File: src/rtl/swap_ctrl.sv
// swap_ctrl: arbitrates a single-read/single-write register file between a host
// port and a swap-request port. A swap of A and B runs as read A -> copy B to A
// -> write tmp to B, then returns to IDLE with a one-cycle swap_done pulse.
module swap_ctrl #(
    parameter int ADDR_width = 7,
    parameter int DATA_width = 8,
    parameter int CNT_width  = 16
) (
    input  logic                  clk,
    input  logic                  reset,
    input  logic                  host_we,
    input  logic [ADDR_width-1:0] host_addr_w,
    input  logic [DATA_width-1:0] host_data_w,
    output logic                  host_wready,
    input  logic [ADDR_width-1:0] host_addr_r,
    output logic [DATA_width-1:0] host_data_r,
    output logic                  host_rvalid,
    input  logic                  swap_valid,
    input  logic [ADDR_width-1:0] swap_addr_A,
    input  logic [ADDR_width-1:0] swap_addr_B,
    output logic                  swap_ready,
    output logic                  swap_done,
    output logic                  busy,
    output logic [CNT_width-1:0]  swap_count,
    output logic                  rf_we,
    output logic [ADDR_width-1:0] rf_addr_r,
    output logic [ADDR_width-1:0] rf_addr_w,
    output logic [DATA_width-1:0] rf_data_w,
    input  logic [DATA_width-1:0] rf_data_r
);

    typedef enum logic [1:0] {IDLE, RD_A, CPY, WR_B} state_t;

    state_t                state, state_nxt;
    logic [DATA_width-1:0] tmp;
    logic [ADDR_width-1:0] addr_a, addr_b;
    logic                  swap_acc;
    logic                  swap_fin;

    localparam logic [CNT_width-1:0] CNT_ONE = {{(CNT_width-1){1'b0}}, 1'b1};

    // A swap is taken only in IDLE; a degenerate A==B swap completes on the spot.
    assign swap_acc = (state == IDLE) && swap_valid;
    assign swap_fin = (swap_acc && (swap_addr_A == swap_addr_B)) || (state == WR_B);

    // Host read data is the file's combinational read; only meaningful in IDLE.
    assign host_data_r = rf_data_r;

    // State register.
    always_ff @(posedge clk or negedge reset) begin
        if (!reset) state <= IDLE;
        else        state <= state_nxt;
    end

    // Next-state and file-port muxing; host inputs drive the write path by default
    // so the file ports never float to X.
    always_comb begin
        state_nxt   = state;
        host_wready = 1'b0;
        swap_ready  = 1'b0;
        busy        = 1'b1;
        host_rvalid = 1'b0;
        rf_we       = 1'b0;
        rf_addr_r   = host_addr_r;
        rf_addr_w   = host_addr_w;
        rf_data_w   = host_data_w;
        case (state)
            IDLE: begin
                host_wready = 1'b1;
                swap_ready  = 1'b1;
                busy        = 1'b0;
                host_rvalid = 1'b1;
                rf_we       = host_we;
                if (swap_valid && (swap_addr_A != swap_addr_B)) state_nxt = RD_A;
            end
            RD_A: begin
                rf_addr_r = addr_a;
                state_nxt = CPY;
            end
            CPY: begin
                rf_addr_r = addr_b;
                rf_we     = 1'b1;
                rf_addr_w = addr_a;
                rf_data_w = rf_data_r;
                state_nxt = WR_B;
            end
            WR_B: begin
                rf_we     = 1'b1;
                rf_addr_w = addr_b;
                rf_data_w = tmp;
                state_nxt = IDLE;
            end
            default: state_nxt = IDLE;
        endcase
    end

    // Swap operand latch, temp capture of A, completion pulse and saturating count.
    always_ff @(posedge clk or negedge reset) begin
        if (!reset) begin
            addr_a     <= '0;
            addr_b     <= '0;
            tmp        <= '0;
            swap_done  <= 1'b0;
            swap_count <= '0;
        end else begin
            swap_done <= swap_fin;
            if (swap_acc) begin
                addr_a <= swap_addr_A;
                addr_b <= swap_addr_B;
            end
            if (state == RD_A) tmp <= rf_data_r;
            if (swap_fin && (swap_count != {CNT_width{1'b1}}))
                swap_count <= swap_count + CNT_ONE;
        end
    end

endmodule

File: config.mk
export PLATFORM = sky130hd
export DESIGN_NAME = swap_ctrl
export DESIGN_NICKNAME = d
export VERILOG_FILES = /design/src/rtl/swap_ctrl.sv
export SDC_FILE = /design/constraint.sdc
export NUM_CORES = 1
export LEC_CHECK = 0
export CAP_MARGIN = 20
export CORE_UTILIZATION = 34
export CTS_BUF_LIST = sky130_fd_sc_hd__clkbuf_4
export CTS_CLUSTER_DIAMETER = 80
export CTS_CLUSTER_SIZE = 30
export DETAILED_ROUTE_END_ITERATION = 8
export PLACE_DENSITY_LB_ADDON = 0.25
export REMOVE_ABC_BUFFERS = 1
export SYNTH_ARGS = -nofsm -noshare
export SYNTH_HDL_FRONTEND = slang
export SYNTH_SLANG_ARGS = --single-unit
File: constraint.sdc
create_clock -name clk -period 5.8 [get_ports clk]
set_input_delay 1.16 -clock clk [delete_from_list [all_inputs] [get_ports clk]]
set_output_delay 1.16 -clock clk [all_outputs]
set_load 0.02 [all_outputs]
==> flow_metrics.py, run 1 <==
metrics = {
    "floorplanning": {
        "ios": 100,
        "die_h_um": 86.4,
        "fp.coreArea_um2": 6830,
        "rows": 30,
        "start_util_pct": 35.5,
        "dieArea_um2": 7470,
        "die_w_um": 86.4,
    },
    "synthesis": {
        "syn_area_per_cell_um2": 10.4,
        "synthCells": 234,
        "synth_seq_area_share_pct": 42.4,
        "yosysWarnings": 0,
        "syn_area_um2": 2420,
        "synth_cell_types": 31,
        "ys_ff_latch": 41,
    },
    "cts": {
        "tritoncts": "built",
        "hold_buffers": 0,
        "cts_made_buffers": 5,
        "post_cts_buffers": 0,
        "cts_resized": 0,
        "cts_max_level": 2,
        "clkSlewWorstSetupHoldPaths_ps": 130,
        "cts-root-buf": "clkbuf_4",
        "cts_buffer_depth": 2,
        "clkSinkCount": 41,
        "clock_latency_ps": 340,
    },
    "power_and_ir_drop": {
        "powerDensity_nw_per_um2": 547,
        "power_leakage_nw": 1.50,
        "irDropWorstVdd_v": 0.000268,
        "p_total_mw": 1.92,
    },
    "setup_path": {
        "required_ps": 4640,
        "r2r_slack_ps": 3620,
        "setup.worst_path.start": "state[0]",
        "r2r_start": "state[0]",
        "start_kind": "flop",
        "cp_data_arrival_time_ps": 2620,
        "crit_type": "reg2out",
        "cp-end-kind": "output pin",
        "crit_fanout": 17,
    },
    "routing": {
        "num_vias": 1996,
        "drt-initial-drc-count": 65,
        "drt-pass1-iter-count": 4,
        "drtAntennaViolNets": 0,
        "routed_wl_um": 5890,
        "wl_per_cell_um": 14.1,
        "drc": 0,
        "vias_per_cell": 4.79,
    },
    "final_layout": {
        "instances_no_fill": 417,
        "fillerInstances": 649,
        "layout.nets": 375,
        "diodes": 0,
        "areaGrowthSynthToFinish_pct": 45.1,
        "drive_gt1_share_pct": 14.0,
        "multi_input_area_um2": 1230,
        "ff_latch_area_um2": 1030,
    },
    "sta": {
        "finalSetupViolations": 0,
        "finalMaxSlewViolations": 0,
        "hold_violations": 0,
        "setup_tns_ps": 0,
        "rsz0062_at_grt": "no",
        "finClkSkew_ps": 9.41,
        "tightest_slew_ps": 907,
        "fmaxAchievable_mhz": 264,
        "postLayoutSetupSlackWorst_ps": 2020,
        "relSlewSlack_pct": 39.5,
        "finalCriticalPeriod_ps": 3780,
        "period_share_pct": 65.2,
    },
    "global_route": {
        "grt-ovfl-total": 0,
        "track_usage_pct": 16.7,
        "grt_max_degree": 42,
        "antenna_found_initial": 0,
        "grt_pass1_wl_um": 9690,
        "grt_pass1_vias": 1991,
    },
    "hold_path": {
        "hp-class": "reg2reg",
        "hp-start": "swap_count[7]",
    },
    "placement": {
        "post-place-ws_ps": 1960,
        "gp_congestion": 0.714,
        "port_buffers": 99,
        "dp.cells": 408,
        "dp_hpwl_um": 4280,
    },
    "status": {
        "status": "complete, no violations",
    },
    "job": {
        "drv_cap": 0,
    },
}
[worst max-delay path: stages (launching register included)]
cell and delay [ps]:
dfrtp_1 440, ha_1 480, nor2_1 390, buf_6 220
nand2_1 80, nand2_1 70, clkdlybuf4s50_1 610
[through the flow]
stage               utilization, %  cell area (um2)  hold WS (ps)
detailed placement            49.8             3400           481
global route                  51.4             3510           542
floorplan                        -             2290           482
CTS                           51.3             3500           506
global placement              49.8             3400           491
finish                        51.4             3510           508
[state kept, by name, summed over array words and instances (netlist names)]
signal      cells
state           2
addr_b          7
tmp             8
swap_count     16
swap_done       1
addr_a          7
[report_power, final]
group	internal, mW	leakage [nW]	total [mW]	switching [mW]
Sequential	0.396	0.493	0.483	0.0870
Clock	0.134	0.0552	0.230	0.0965
Combinational	0.578	0.956	1.21	0.631
Total	1.11	1.50	1.92	0.815
[Yosys cell counts]
| library cell | count | share of area (%) |
|---|---|---|
| dfrtp_1 | 41 | 42 |
| nand2_1 | 39 | 6.0 |
| mux2_2 | 24 | 11 |
| a22oi_1 | 22 | 6.8 |
| xor2_1 | 18 | 6.5 |
| nor2_1 | 11 | 1.7 |
| buf_4 | 10 | 3.1 |
| clkbuf_1 | 9 | 1.4 |
| a21oi_1 | 8 | 1.7 |
| ha_1 | 7 | 3.6 |
| inv_1 | 7 | 1.1 |
| and4_1 | 4 | 1.4 |
| nand3_1 | 4 | 0.83 |
| nor3_2 | 4 | 1.7 |
| o21ai_1 | 3 | 0.62 |
| o41a_1 | 3 | 1.4 |
| buf_6 | 2 | 0.93 |
| nand4_1 | 2 | 0.52 |
| nor3b_2 | 2 | 1.0 |
| nor4_1 | 2 | 0.52 |
| nor4b_2 | 2 | 1.2 |
| a211oi_1 | 1 | 0.31 |
| a21o_1 | 1 | 0.31 |
| a41oi_4 | 1 | 1.1 |
| and3_1 | 1 | 0.26 |
| buf_1 | 1 | 0.15 |
| mux2_1 | 1 | 0.46 |
| mux2i_1 | 1 | 0.41 |
| nand2b_1 | 1 | 0.26 |
| nor3_1 | 1 | 0.21 |
| nor4_4 | 1 | 0.88 |
[cells in the final DEF (no fill, tap or decap), types with 4 or more instances in the layout]
cell type        instances
nor3_2                   4
clkbuf_4                 5
inv_1                    7
xor2_1                  18
ha_1                     7
a22oi_1                 22
nand2_1                 39
mux2_2                  24
and4_1                   4
nand3_1                  4
dfrtp_1                 41
a21oi_1                  8
clkdlybuf4s50_1         98
nor2_1                  11
[worst paths after layout]
check | cells after the start | to
max in group asynchronous | 1 | addr_b[4]
max | 6 | rf_addr_w[5]
min | 1 | swap_count[7]
max reg2reg | 4 | swap_count[14]
min reg2reg | 1 | swap_count[7]
min in group asynchronous | 1 | addr_b[2]
[final cells by class]
class / instances / area share (%)
sequential: 41 / 29.2
tap: 96 / 3.42
multi-input combinational: 164 / 35.1
inverter: 7 / 0.748
clock inverter: 3 / 1.85
clock buffer: 5 / 1.07
timing repair buffer: 101 / 28.6
[routing by layer]
| layer | vias up | global-route usage (%) | part of all wire [%] |
|---|---|---|---|
| li1 | 992 | - | - |
| met5 | - | 0 | 0 |
| met1 | 918 | 21.1 | 45 |
| met4 | 0 | 4.24 | 0.93 |
| met2 | 80 | 27.9 | 46 |
| met3 | 6 | 4.86 | 8.3 |
[kinds of logic after synthesis]
logic type      after synthesis  synth area share (%)
simple gates                 74                  16.6
compound gates               39                  12.2
xor+xnor                     18                  6.51
fa+ha+maj                     7                  3.62
buf+inv                      29                  6.66
flops                        41                  42.4
mux                          26                  12.0
No activity file was read; power rests on OpenSTA's default activity.
==> run 2, diff against run 1 <==
==> constraint.sdc (replaced) <==
create_clock -name clk -period 3.55 [get_ports clk]
set_input_delay 0.71 -clock clk [delete_from_list [all_inputs] [get_ports clk]]
set_output_delay 0.71 -clock clk [all_outputs]
set_load 0.02 [all_outputs]
==> run 2 against run 1 <==
Net effect: sequential share of layout area rose by 0.36 points; non-clock buffer count rose by 2; setup slack got worse by 1600 ps; combinational power rose by 64%.
==> flow_metrics.py, run 2 (synthesis results as in run 1) <==
metrics = {
    "cts": {
        "post_cts_buffers": 0,
        "cts_max_level": 2,
        "cts_made_buffers": 5,
        "clkSinkCount": 41,
        "cts_resized": 0,
        "cts_buffer_depth": 2,
        "cts-root-buf": "clkbuf_4",
        "tritoncts": "built",
        "clock_latency_ps": 330,
        "clkSlewWorstSetupHoldPaths_ps": 110,
        "hold_buffers": 0,
    },
    "setup_path": {
        "cp_top_family": "buffers and inverters",
        "cp_data_arrival_time_ps": 2370,
        "cp-end-kind": "output pin",
        "worst_path_max_delay_cell": "clkdlybuf4s50_1",
        "crit_fanout": 20,
        "r2r_slack_ps": 1380,
        "crit_chain": "inv_1 -> ha_1 -> buf_4 -> a22oi_1 -> a21oi_1 -> clkdlybuf4s50_1",
        "crit_buf_inv": 3,
        "crit_type": "reg2out",
        "required_ps": 2840,
        "slowest_delay_ps": 610,
        "start_kind": "flop",
    },
    "floorplanning": {
        "die_h_um": 86.4,
        "dieArea_um2": 7470,
        "rows": 30,
        "die_w_um": 86.4,
        "start_util_pct": 35.5,
        "fp.coreArea_um2": 6830,
        "ios": 100,
    },
    "final_layout": {
        "largest_reg_flops": 16,
        "layout.cells.most_common_list": "clkdlybuf4s50_1 (98), dfrtp_1 (41), nand2_1 (39)",
        "layout_commonest_cell": "clkdlybuf4s50_1",
        "fillerInstances": 671,
        "regMostFlops": "swap_count",
        "reg_top3": "swap_count x16, tmp x8",
        "fin_area_um2": 3470,
        "layout.nets": 377,
        "drive_gt1_share_pct": 14.0,
        "areaGrowthSynthToFinish_pct": 43.3,
        "diodes": 0,
        "final_util_pct": 50.8,
    },
    "global_route": {
        "track_usage_pct": 16.5,
        "antenna_found_initial": 0,
        "grt_pass1_wl_um": 9530,
        "grt_max_degree": 42,
        "grt-ovfl-total": 0,
        "grt_pass1_vias": 1947,
    },
    "placement": {
        "gp_congestion": 0.794,
        "post-place-ws_ps": 676,
        "dp_hpwl_um": 4290,
        "place_area_um2": 3420,
        "port_buffers": 99,
    },
    "job": {
        "drv_cap": 0,
    },
    "routing": {
        "wl_per_cell_um": 14.2,
        "drtAntennaViolNets": 0,
        "drc": 0,
        "routed_wl_um": 5940,
        "drt-initial-drc-count": 71,
        "drt-pass1-iter-count": 4,
        "num_vias": 2027,
        "vias_per_cell": 4.85,
    },
    "power_and_ir_drop": {
        "irDropWorstVdd_v": 0.000313,
        "pwr-share-comb_pct": 66.3,
        "power_switching_mw": 1.32,
        "power_frac_seq_pct": 26.4,
        "p_total_mw": 2.99,
        "power_leakage_nw": 1.49,
        "sw_frac_of_total_pct": 44.0,
        "powerDensity_nw_per_um2": 862,
        "intPower_mw": 1.68,
        "clkPwrFrac_pct": 7.3,
    },
    "sta": {
        "finClkSkew_ps": 6.48,
        "hold_violations": 0,
        "postLayoutSetupSlackWorst_ps": 466,
        "finalCriticalPeriod_ps": 3080,
        "rsz0062_at_grt": "no",
        "finalSetupViolations": 0,
        "period_share_pct": 86.9,
        "setup_tns_ps": 0,
        "tightest_slew_ps": 910,
        "relSlewSlack_pct": 39.4,
        "finalMaxSlewViolations": 0,
        "fmaxAchievable_mhz": 324,
    },
    "status": {
        "status": "complete, no violations",
    },
    "hold_path": {
        "hp-class": "in2async",
    },
}
-- run 2: path summary, 6_finish.rpt --
path,end,cells past startpoint,start
min reg2reg,swap_count[7],1,swap_count[7]
max in group asynchronous,swap_count[10],1,reset
max,rf_addr_r[2],6,state[0]
min in group clk,swap_count[7],1,swap_count[7]
min,addr_b[3],1,reset
max reg2reg,swap_count[1],5,swap_count[4]
-- run 2: area by class of cell --
type | instances | area [um2] | area share [%]
Sequential cell | 41 | 1030 | 29.5
Inverter | 7 | 26.3 | 0.757
Clock buffer | 6 | 45.0 | 1.30
Timing Repair Buffer | 103 | 1020 | 29.3
Tap cell | 96 | 120 | 3.46
Multi-Input combinational cell | 164 | 1230 | 35.6
Clock inverter | 1 | 3.75 | 0.108
-- run 2: power by group through the flow --
stage                     clock network, mW  registers, mW  logic (mW)
after global routing                  0.244          0.818        2.14
after CTS                             0.231          0.791        2.01
after detailed placement                  0          0.800        2.00
final                                 0.218          0.790        1.98
after global placement                    0          0.793        1.99
after floorplan                           0          0.811        1.09
-- run 2: metrics by stage --
stage | hold slack, ps | cells
floorplan | 414 | 212
global placement | 489 | 411
detailed placement | 485 | 411
CTS | 513 | 418
global route | 542 | 418
finish | 502 | 418
-- run 2: per-layer routing --
layer / track usage (%) / up-vias / part of all wire [%]
li1: - / 987 / -
met1: 21.9 / 953 / 48
met2: 27.5 / 82 / 44
met3: 3.62 / 5 / 7.3
met4: 3.64 / 0 / 0.64
met5: 0 / - / 0
